===== src/rtl/sos_cascade_sequencer_pkg.sv =====
// Shared types and defaults for the SOS cascade sequencer: FSM encoding,
// default geometry and the index-width helper.
package sos_seq_pkg;

   typedef enum logic [1:0] {
      IDLE  = 2'd0,
      ISSUE = 2'd1,
      WAIT  = 2'd2,
      OUT   = 2'd3
   } seq_state_t;

   localparam int DEF_NUM_SEC = 4;
   localparam int DEF_WI_IN   = 8;
   localparam int DEF_WF_IN   = 18;
   localparam int DEF_TIMEOUT = 16;

   // Never returns zero so single-entry indices still get a real bit.
   function automatic int idx_width(input int n);
      return (n > 1) ? $clog2(n) : 1;
   endfunction

endpackage


===== src/rtl/sos_cascade_sequencer_if.sv =====
// Sample-in, biquad-datapath and sample-out signals of the cascade sequencer.
// The master modport is the sequencer; slave is the surrounding system.
interface sos_cascade_sequencer_if #(
   parameter int W  = 26,
   parameter int SW = 2
);
   logic          in_valid;
   logic          in_ready;
   logic [W-1:0]  in_sample;

   logic          bq_start;
   logic [SW-1:0] bq_sec;
   logic [W-1:0]  bq_x;
   logic          bq_done;
   logic [W-1:0]  bq_y;
   logic          bq_ovf;

   logic          out_valid;
   logic          out_ready;
   logic [W-1:0]  out_sample;
   logic          out_ovf;

   modport master (
      input  in_valid, in_sample, bq_done, bq_y, bq_ovf, out_ready,
      output in_ready, bq_start, bq_sec, bq_x, out_valid, out_sample, out_ovf
   );

   modport slave (
      output in_valid, in_sample, bq_done, bq_y, bq_ovf, out_ready,
      input  in_ready, bq_start, bq_sec, bq_x, out_valid, out_sample, out_ovf
   );
endinterface


===== src/rtl/sos_cascade_sequencer_watchdog.sv =====
// Per-section watchdog: counts enabled cycles and flags the terminal count.
module sos_seq_watchdog
   import sos_seq_pkg::*;
#(
   parameter int TIMEOUT = DEF_TIMEOUT
) (
   input  logic CLK,
   input  logic Reset,
   input  logic clear,
   input  logic enable,
   output logic expired
);
   localparam int CW = idx_width(TIMEOUT);

   logic [CW-1:0] count_reg;

   assign expired = enable && (count_reg == CW'(TIMEOUT - 1));

   always_ff @(posedge CLK) begin
      if (Reset) begin
         count_reg <= '0;
      end else if (clear) begin
         count_reg <= '0;
      end else if (enable && !expired) begin
         count_reg <= count_reg + CW'(1);
      end
   end
endmodule


===== src/rtl/sos_cascade_sequencer.sv =====
// Runs one input sample through NUM_SEC second-order sections on a shared
// biquad datapath, then presents the cascade result with overflow status.
module sos_cascade_sequencer
   import sos_seq_pkg::*;
#(
   parameter int NUM_SEC = DEF_NUM_SEC,
   parameter int WI_IN   = DEF_WI_IN,
   parameter int WF_IN   = DEF_WF_IN,
   parameter int TIMEOUT = DEF_TIMEOUT
) (
   input  logic CLK,
   input  logic Reset,
   input  logic CE,
   input  logic clr_err,
   sos_cascade_sequencer_if.master bus,
   output logic overFlow,
   output logic err_timeout,
   output logic err_proto
);
   localparam int W  = WI_IN + WF_IN;
   localparam int SW = idx_width(NUM_SEC);

   seq_state_t    state_reg, state_next;
   logic [SW-1:0] sec_reg, sec_next;
   logic [W-1:0]  x_reg, x_next;
   logic          ovf_acc_reg, ovf_acc_next;
   logic          wd_expired;
   logic          set_ovf, set_timeout, set_proto;

   sos_seq_watchdog #(.TIMEOUT(TIMEOUT)) u_watchdog (
      .CLK     (CLK),
      .Reset   (Reset),
      .clear   (CE && state_reg == ISSUE),
      .enable  (CE && state_reg == WAIT),
      .expired (wd_expired)
   );

   always_comb begin
      state_next   = state_reg;
      sec_next     = sec_reg;
      x_next       = x_reg;
      ovf_acc_next = ovf_acc_reg;
      set_ovf      = 1'b0;
      set_timeout  = 1'b0;
      set_proto    = bus.bq_done && (state_reg != WAIT);
      case (state_reg)
         IDLE: begin
            if (bus.in_valid) begin
               x_next       = bus.in_sample;
               sec_next     = '0;
               ovf_acc_next = 1'b0;
               state_next   = ISSUE;
            end
         end
         ISSUE: state_next = WAIT;
         WAIT: begin
            // A done on the terminal watchdog count still wins.
            if (bus.bq_done) begin
               x_next       = bus.bq_y;
               ovf_acc_next = ovf_acc_reg | bus.bq_ovf;
               if (sec_reg == SW'(NUM_SEC - 1)) begin
                  state_next = OUT;
               end else begin
                  sec_next   = sec_reg + SW'(1);
                  state_next = ISSUE;
               end
            end else if (wd_expired) begin
               set_timeout = 1'b1;
               state_next  = IDLE;
            end
         end
         OUT: begin
            if (bus.out_ready) begin
               set_ovf    = ovf_acc_reg;
               state_next = IDLE;
            end
         end
         default: state_next = IDLE;
      endcase
   end

   always_ff @(posedge CLK) begin
      if (Reset) begin
         state_reg   <= IDLE;
         sec_reg     <= '0;
         x_reg       <= '0;
         ovf_acc_reg <= 1'b0;
         overFlow    <= 1'b0;
         err_timeout <= 1'b0;
         err_proto   <= 1'b0;
      end else if (CE) begin
         state_reg   <= state_next;
         sec_reg     <= sec_next;
         x_reg       <= x_next;
         ovf_acc_reg <= ovf_acc_next;
         overFlow    <= set_ovf     | (overFlow    & ~clr_err);
         err_timeout <= set_timeout | (err_timeout & ~clr_err);
         err_proto   <= set_proto   | (err_proto   & ~clr_err);
      end
   end

   assign bus.in_ready   = (state_reg == IDLE) && !Reset;
   assign bus.bq_start   = (state_reg == ISSUE) && CE;
   assign bus.bq_sec     = sec_reg;
   assign bus.bq_x       = x_reg;
   assign bus.out_valid  = (state_reg == OUT);
   assign bus.out_sample = x_reg;
   assign bus.out_ovf    = ovf_acc_reg;
endmodule


===== src/flat_wrapper.sv =====
// flat-port wrapper written by rule: the top's interface ports become plain ports
module sos_cascade_sequencer_flat import sos_seq_pkg::*;
#(
   parameter int NUM_SEC = DEF_NUM_SEC,
   parameter int WI_IN   = DEF_WI_IN,
   parameter int WF_IN   = DEF_WF_IN,
   parameter int TIMEOUT = DEF_TIMEOUT
)
  (CLK, Reset, CE, clr_err, overFlow, err_timeout, err_proto, bus_in_valid, bus_in_sample, bus_bq_done, bus_bq_y, bus_bq_ovf, bus_out_ready, bus_in_ready, bus_bq_start, bus_bq_sec, bus_bq_x, bus_out_valid, bus_out_sample, bus_out_ovf);
  sos_cascade_sequencer_if #(.W((26)), .SW((2))) bus_i ();
  input  logic CLK;
  input  logic Reset;
  input  logic CE;
  input  logic clr_err;
  output logic overFlow;
  output logic err_timeout;
  output logic err_proto;
  input wire logic [$bits(bus_i.in_valid)-1:0] bus_in_valid;
  input wire logic [$bits(bus_i.in_sample)-1:0] bus_in_sample;
  input wire logic [$bits(bus_i.bq_done)-1:0] bus_bq_done;
  input wire logic [$bits(bus_i.bq_y)-1:0] bus_bq_y;
  input wire logic [$bits(bus_i.bq_ovf)-1:0] bus_bq_ovf;
  input wire logic [$bits(bus_i.out_ready)-1:0] bus_out_ready;
  output wire logic [$bits(bus_i.in_ready)-1:0] bus_in_ready;
  output wire logic [$bits(bus_i.bq_start)-1:0] bus_bq_start;
  output wire logic [$bits(bus_i.bq_sec)-1:0] bus_bq_sec;
  output wire logic [$bits(bus_i.bq_x)-1:0] bus_bq_x;
  output wire logic [$bits(bus_i.out_valid)-1:0] bus_out_valid;
  output wire logic [$bits(bus_i.out_sample)-1:0] bus_out_sample;
  output wire logic [$bits(bus_i.out_ovf)-1:0] bus_out_ovf;
  assign bus_i.in_valid = bus_in_valid;
  assign bus_i.in_sample = bus_in_sample;
  assign bus_i.bq_done = bus_bq_done;
  assign bus_i.bq_y = bus_bq_y;
  assign bus_i.bq_ovf = bus_bq_ovf;
  assign bus_i.out_ready = bus_out_ready;
  assign bus_in_ready = bus_i.in_ready;
  assign bus_bq_start = bus_i.bq_start;
  assign bus_bq_sec = bus_i.bq_sec;
  assign bus_bq_x = bus_i.bq_x;
  assign bus_out_valid = bus_i.out_valid;
  assign bus_out_sample = bus_i.out_sample;
  assign bus_out_ovf = bus_i.out_ovf;
  sos_cascade_sequencer #(.NUM_SEC(NUM_SEC), .WI_IN(WI_IN), .WF_IN(WF_IN), .TIMEOUT(TIMEOUT)) u_core (.CLK(CLK), .Reset(Reset), .CE(CE), .clr_err(clr_err), .bus(bus_i), .overFlow(overFlow), .err_timeout(err_timeout), .err_proto(err_proto));
endmodule

===== config.mk =====
export PLATFORM = sky130hd
export DESIGN_NAME = sos_cascade_sequencer_flat
export DESIGN_NICKNAME = d
export VERILOG_FILES = /design/src/rtl/sos_cascade_sequencer_pkg.sv /design/src/rtl/sos_cascade_sequencer_if.sv /design/src/rtl/sos_cascade_sequencer_watchdog.sv /design/src/rtl/sos_cascade_sequencer.sv /design/src/flat_wrapper.sv
export SDC_FILE = /design/constraint.sdc
export NUM_CORES = 1
export LEC_CHECK = 0
export ABC_AREA = 0
export BUFFER_PORTS_ARGS = -buffer_cell sky130_fd_sc_hd__clkbuf_2
export CELL_PAD_IN_SITES_DETAIL_PLACEMENT = 0
export CELL_PAD_IN_SITES_GLOBAL_PLACEMENT = 1
export CORE_UTILIZATION = 29
export DETAILED_ROUTE_END_ITERATION = 8
export PLACE_DENSITY_LB_ADDON = 0.15
export SLEW_MARGIN = 20
export SYNTH_ARGS = -nofsm -noshare
export SYNTH_HDL_FRONTEND = slang
export SYNTH_HIERARCHICAL = 1
export SYNTH_SLANG_ARGS = --single-unit
export TNS_END_PERCENT = 100

===== constraint.sdc =====
create_clock -name CLK -period 1.49 [get_ports CLK]
set_input_delay 0 -clock CLK [delete_from_list [all_inputs] [get_ports CLK]]
set_output_delay 0 -clock CLK [all_outputs]
set_load 0.01 [all_outputs]

==> results of run 1 <==
per-stage QoR:
stage | instance area, um2 | instances | power [mW]
floorplan | 2160 | 223 | 1.56
global placement | 2710 | 411 | 1.74
detailed placement | 2710 | 411 | 1.74
CTS | 2810 | 419 | 2.62
global route | 2830 | 420 | 2.74
finish | 2830 | 420 | 2.58
critical path: stages, from the launching register on:
cell and delay, ns:
dfxtp_1 0.33, buf_4 0.15, mux2_4 0.37, and2_4 0.24
a211oi_1 0.22
cells in the mapped netlist (2+ instances only):
library cell / n
a211oi_1: 6
a211oi_2: 20
nand2_1: 9
a31oi_1: 3
buf_2: 6
and3_1: 2
nand2b_1: 3
clkbuf_1: 5
nand3_1: 3
nor3_1: 4
buf_4: 27
nor2_1: 6
ha_1: 2
dfxtp_1: 38
nand3b_1: 3
inv_1: 3
a21oi_1: 29
mux2i_1: 28
nor2b_1: 2
or3_1: 2
buf_6: 7
how the worst max path moves through the flow:
stage | endpoint | slack [ns] | cells after the start
2_1_floorplan | u_core/state_reg[1] | 0.03 | 8
3_3_place_gp | u_core/bus.bq_x[17] | 0.07 | 4
3_5_place_dp | u_core/bus.bq_x[16] | 0.04 | 4
4_1_cts | u_core/bus.bq_x[16] | 0.03 | 4
5_1_grt | u_core/bus.bq_x[18] | 0.008 | 5
6_report | u_core/bus.bq_x[25] | 0.10 | 4
power groups by stage:
stage | registers [mW] | clock network, mW | logic [mW]
after global placement | 1.15 | 0 | 0.584
final | 1.13 | 0.859 | 0.589
after global routing | 1.14 | 0.943 | 0.657
after CTS | 1.13 | 0.898 | 0.589
after detailed placement | 1.15 | 0 | 0.588
after floorplan | 1.17 | 0 | 0.387
routing by layer:
metal,vias up,GRT usage,part of all wire
met5,-,0,0
met4,0,0.0484,0.0096
met1,887,0.180,0.48
met2,77,0.217,0.45
met3,6,0.0354,0.059
li1,982,-,-
kinds of logic after synthesis:
family,after synthesis,share of synthesized area
AO/OA/AOI/OAI,65,0.239
adder cells (fa/ha/maj),2,0.0116
buffers and inverters,48,0.158
flip-flops,38,0.352
multiplexers,29,0.136
AND/OR/NAND/NOR,41,0.103
layout make-up:
class / instances / area [um2] / area share
multi-input cells: 138 / 1080 / 0.382
flip-flops and latches: 38 / 761 / 0.269
repair buffers: 134 / 743 / 0.263
well taps: 99 / 124 / 0.0438
clock buffers: 5 / 68.8 / 0.0243
clock inverters: 3 / 40.0 / 0.0142
inverters: 3 / 11.3 / 0.00398
==> flow_metrics.tcl, run 1 <==
set metrics [dict create \
    outcome "complete, no violations" \
    dr.first_iter.drc_count 45 \
    syn2layout_area_growth_pct 30.7 \
    combPwrFrac 0.229 \
    cts_setup_buffers 0 \
    grt-ovfl-total 0 \
    worst_ir_drop_vdd_v 0.000586 \
    hold_buffers 0 \
    final-hold-violation-count 0 \
    vias 1952 \
    vias_per_cell 4.65 \
    min_to "u_core/bus.out_ovf" \
    period_needed_ns 1.39 \
    syn-num-nets 285 \
    final_util 0.392 \
    dpl.hpwl_um 3970 \
    cts.reportedPaths.clkPinSlew_ns 0.08 \
    grt_pass1_wl_um 8140 \
    whs_path_depth 3 \
    synthTopCellsByArea "dfxtp_1 35%, mux2i_1 13%, a211oi_2 12%, buf_4 9.4%, a21oi_1 6.7%" \
    clock_path_buffers 2 \
    internal_power_mw 1.85 \
    synth_cell_types 36 \
    drtPass1Iterations 6 \
    mostFrequentLayoutCells "120 x clkbuf_2, 38 x dfxtp_1, 29 x a21oi_1" \
    worst_pin_slew_ns 0.380 \
    cts_sinks 38 \
    routedWlPerCell_um 13.2 \
    coreArea_um2 7210 \
    htreeDepth 2 \
    die_x_um 88.4 \
    setup_violations 0 \
    max_freq_mhz 721 \
    grt_pass1_vias 1680 \
    grt_max_degree 27 \
    netlist_instances 223 \
    period_share 0.931 \
    fill_cells 768 \
    fin_skew_ns 0.00729 \
    synth.avg_cell_area_um2 9.70 \
    synth.ff_latch_count 38 \
    critical_path.startpoint "u_core/state_reg[1]" \
    diodes 0 \
    final_common_cell "clkbuf_2" \
    crit_type "reg -> reg" \
    cp_max_fo 13 \
    final.setup.worst_slack_ns 0.103 \
    timing.rr.end "u_core/bus.bq_x[25]" \
    fp-row-count 31 \
    yosys_warnings 6 \
    cts_tree "done" \
    worst_ep_required_time_ns 1.69 \
    largest_register_ffs 26 \
    whs_ns 0.0198 \
    port_buffers 120 \
    leakage_nw 1.24 \
    power_switching_mw 0.730 \
    swShare 0.283 \
    route.detailed.drc 0 \
    synth_seq_area_share 0.352 \
    clk_latency_ns 0.29 \
    cts_buffers 5 \
    cts_root_buf "clkbuf_8" \
    layout-drive-gt1-share 0.520 \
    syn_area_um2 2160 \
    cts_resized 0 \
    synth_top_area_share 0.352 \
    io_pins 121 \
    rsz0062_at_grt "no" \
    grt_usage 0.137 \
    slew_headroom 0.747 \
    place.gp.congestion 0.762 \
    cellPowerDensity_nw_per_um2 911 \
    yosys.area.top_type "dfxtp_1" \
    pwr-share-seq 0.438 \
    arrival_ns 1.59 \
    chipHeight_um 88.4 \
    die_area_um2 7810 \
    synth_ff_type "dfxtp_1" \
    start_kind "flop" \
    antenna_found_initial 0 \
    hold_start "bus_bq_ovf" \
    dp_slack_ns 0.0378 \
    r2r_slack_ns 0.10 \
    synth_edf_count 0 \
    cap_violations 0 \
    end_kind "flop" \
    reg2reg_depth 4 \
    fin_setup_tns_ns 0 \
    synthArstFlopShare 0 \
    initial_core_util 0.300 \
    hold_path.class "in -> reg" \
    final_nets 382 \
    pwr-share-clk 0.333 \
    wl_um 5540 \
    r2r_start "u_core/state_reg[1]" \
    drtAntennaViolNets 0 \
    finalMaxSlewViolations 0 \
]
Note: power is estimated with default switching activity, not from simulation.
==> run 2: changes to the inputs <==
- REMOVE_ABC_BUFFERS: unset -> 1
==> run 2 against run 1 <==
Wire length is 1.4% lower. Cell count grew 0.24%. Sequential power about the same. Combinational power hardly changed. Via count shrank 0.72%. Cell area fell by 0.31%. Register-to-register slack worse by 0.04 ns. Non-clock buffer count up 2. Largest cell class unchanged.
==> flow_metrics.tcl, run 2 (synthesis results as in run 1) <==
set metrics [dict create \
    port_buffers 120 \
    outcome "complete, no violations" \
    drtAntennaViolNets 0 \
    routedWlPerCell_um 13.0 \
    met3_usage 0.0336 \
    grtUsageMet1 0.193 \
    period_needed_ns 1.43 \
    cellPowerDensity_nw_per_um2 868 \
    grt_pass1_wl_um 8650 \
    place.gp.congestion 0.715 \
    hold_path.class "in -> reg" \
    initial_core_util 0.300 \
    worst_ir_drop_vdd_v 0.000314 \
    drtPass1Iterations 4 \
    arrival_ns 1.63 \
    r2r_start "u_core/state_reg[1]" \
    final_common_cell "clkbuf_2" \
    reg2reg_depth 4 \
    final_util 0.391 \
    chipHeight_um 88.4 \
    hold_start "bus_in_sample[25]" \
    final_cell_area_um2 2820 \
    worst_ep_required_time_ns 1.70 \
    fill_cells 770 \
    place_area_um2 2700 \
    die_x_um 88.4 \
    regArea_um2 761 \
    slew_headroom 0.701 \
    max_freq_mhz 701 \
    worst_pin_slew_ns 0.449 \
    vias 1938 \
    cts_sinks 38 \
    cts_root_buf "clkbuf_8" \
    antenna_found_initial 0 \
    setup_violations 0 \
    leakage_nw 1.24 \
    timing.rr.end "u_core/bus.bq_x[15]" \
    start_kind "flop" \
    crit_type "reg -> reg" \
    fin_setup_tns_ns 0 \
    wl_um 5460 \
    clock_path_buffers 2 \
    total_power_mw 2.45 \
    r2r_slack_ns 0.06 \
    min_to "u_core/bus.bq_x[25]" \
    use_met2 0.229 \
    diodes 0 \
    clk_latency_ns 0.28 \
    syn2layout_area_growth_pct 30.3 \
    whs_path_depth 3 \
    vias_per_cell 4.60 \
    final-hold-violation-count 0 \
    grt_usage 0.146 \
    io_pins 121 \
    dr.first_iter.drc_count 52 \
    top_usage_layer "met2" \
    dp_slack_ns 0.0339 \
    coreArea_um2 7210 \
    rsz0062_at_grt "yes" \
    grt_max_degree 27 \
    multi_input_area_um2 1080 \
    die_area_um2 7810 \
    htreeDepth 2 \
    cts.reportedPaths.clkPinSlew_ns 0.07 \
    mostFrequentLayoutCells "120 x clkbuf_2, 38 x dfxtp_1, 29 x a21oi_1" \
    route.detailed.drc 0 \
    dpl.hpwl_um 3960 \
    cap_violations 0 \
    grt-ovfl-total 0 \
    final.setup.worst_slack_ns 0.0633 \
    grt_pass1_vias 1773 \
    fin_skew_ns 0.00485 \
    cts_tree "done" \
    end_kind "flop" \
    largest_register_ffs 26 \
    final_nets 383 \
    layout-drive-gt1-share 0.525 \
    cts_buffers 5 \
    finalMaxSlewViolations 0 \
    fp-row-count 31 \
    period_share 0.957 \
    cp_max_fo 26 \
]
[run 2: metal layers]
| layer | wire length, um | vias to the layer above | share of wire |
|---|---|---|---|
| met3 | 408 | 6 | 0.075 |
| met4 | 76 | 0 | 0.014 |
| met5 | 0 | - | 0 |
| met1 | 2590 | 870 | 0.47 |
| li1 | - | 976 | - |
| met2 | 2380 | 86 | 0.44 |
[run 2: where the power goes]
part           internal, mW  total [mW]  switching (mW)  leakage, nW
Clock                 0.373       0.729           0.356       0.0482
Sequential             1.08        1.13          0.0509        0.311
Combinational         0.274       0.589           0.315        0.879
[run 2: worst max path at each step]
stage	start	cells past startpoint	endpoint
after floorplan	u_core/state_reg[1]	3	u_core/bus.bq_x[0]
after global placement	u_core/state_reg[1]	5	u_core/u_watchdog/count_reg[3]
after detailed placement	u_core/state_reg[1]	5	u_core/u_watchdog/count_reg[3]
after CTS	u_core/state_reg[1]	5	u_core/u_watchdog/count_reg[3]
after global routing	u_core/state_reg[1]	4	u_core/bus.bq_x[23]
final	u_core/state_reg[1]	4	u_core/bus.bq_x[15]
[run 2: worst max-delay path, stage by stage (launching register included)]
cell      delay, ns
dfxtp_1        0.33
buf_4          0.15
mux2_4         0.34
and2_4         0.28
a211oi_1       0.24
[run 2: timing repair]
action,in CTS,in global routing
hold endpoints to repair,1,0
buffers inserted,0,0
gates resized for setup,0,4
hold buffers,1,0
endpoints found under the setup margin,0,13
[run 2: layout make-up]
class                           count  area share
Multi-Input combinational cell    137       0.384
Tap cell                           99      0.0439
Inverter                            3     0.00399
Clock buffer                        7      0.0306
Sequential cell                    38       0.270
Clock inverter                      1     0.00178
Timing Repair Buffer              136       0.265
[run 2: stage by stage]
| stage | hold WS [ns] | instances |
|---|---|---|
| floorplan | 0.0467 | 178 |
| global placement | 0.304 | 412 |
| detailed placement | 0.308 | 412 |
| CTS | 0.0183 | 421 |
| global route | 0.0442 | 421 |
| finish | 0.0340 | 421 |
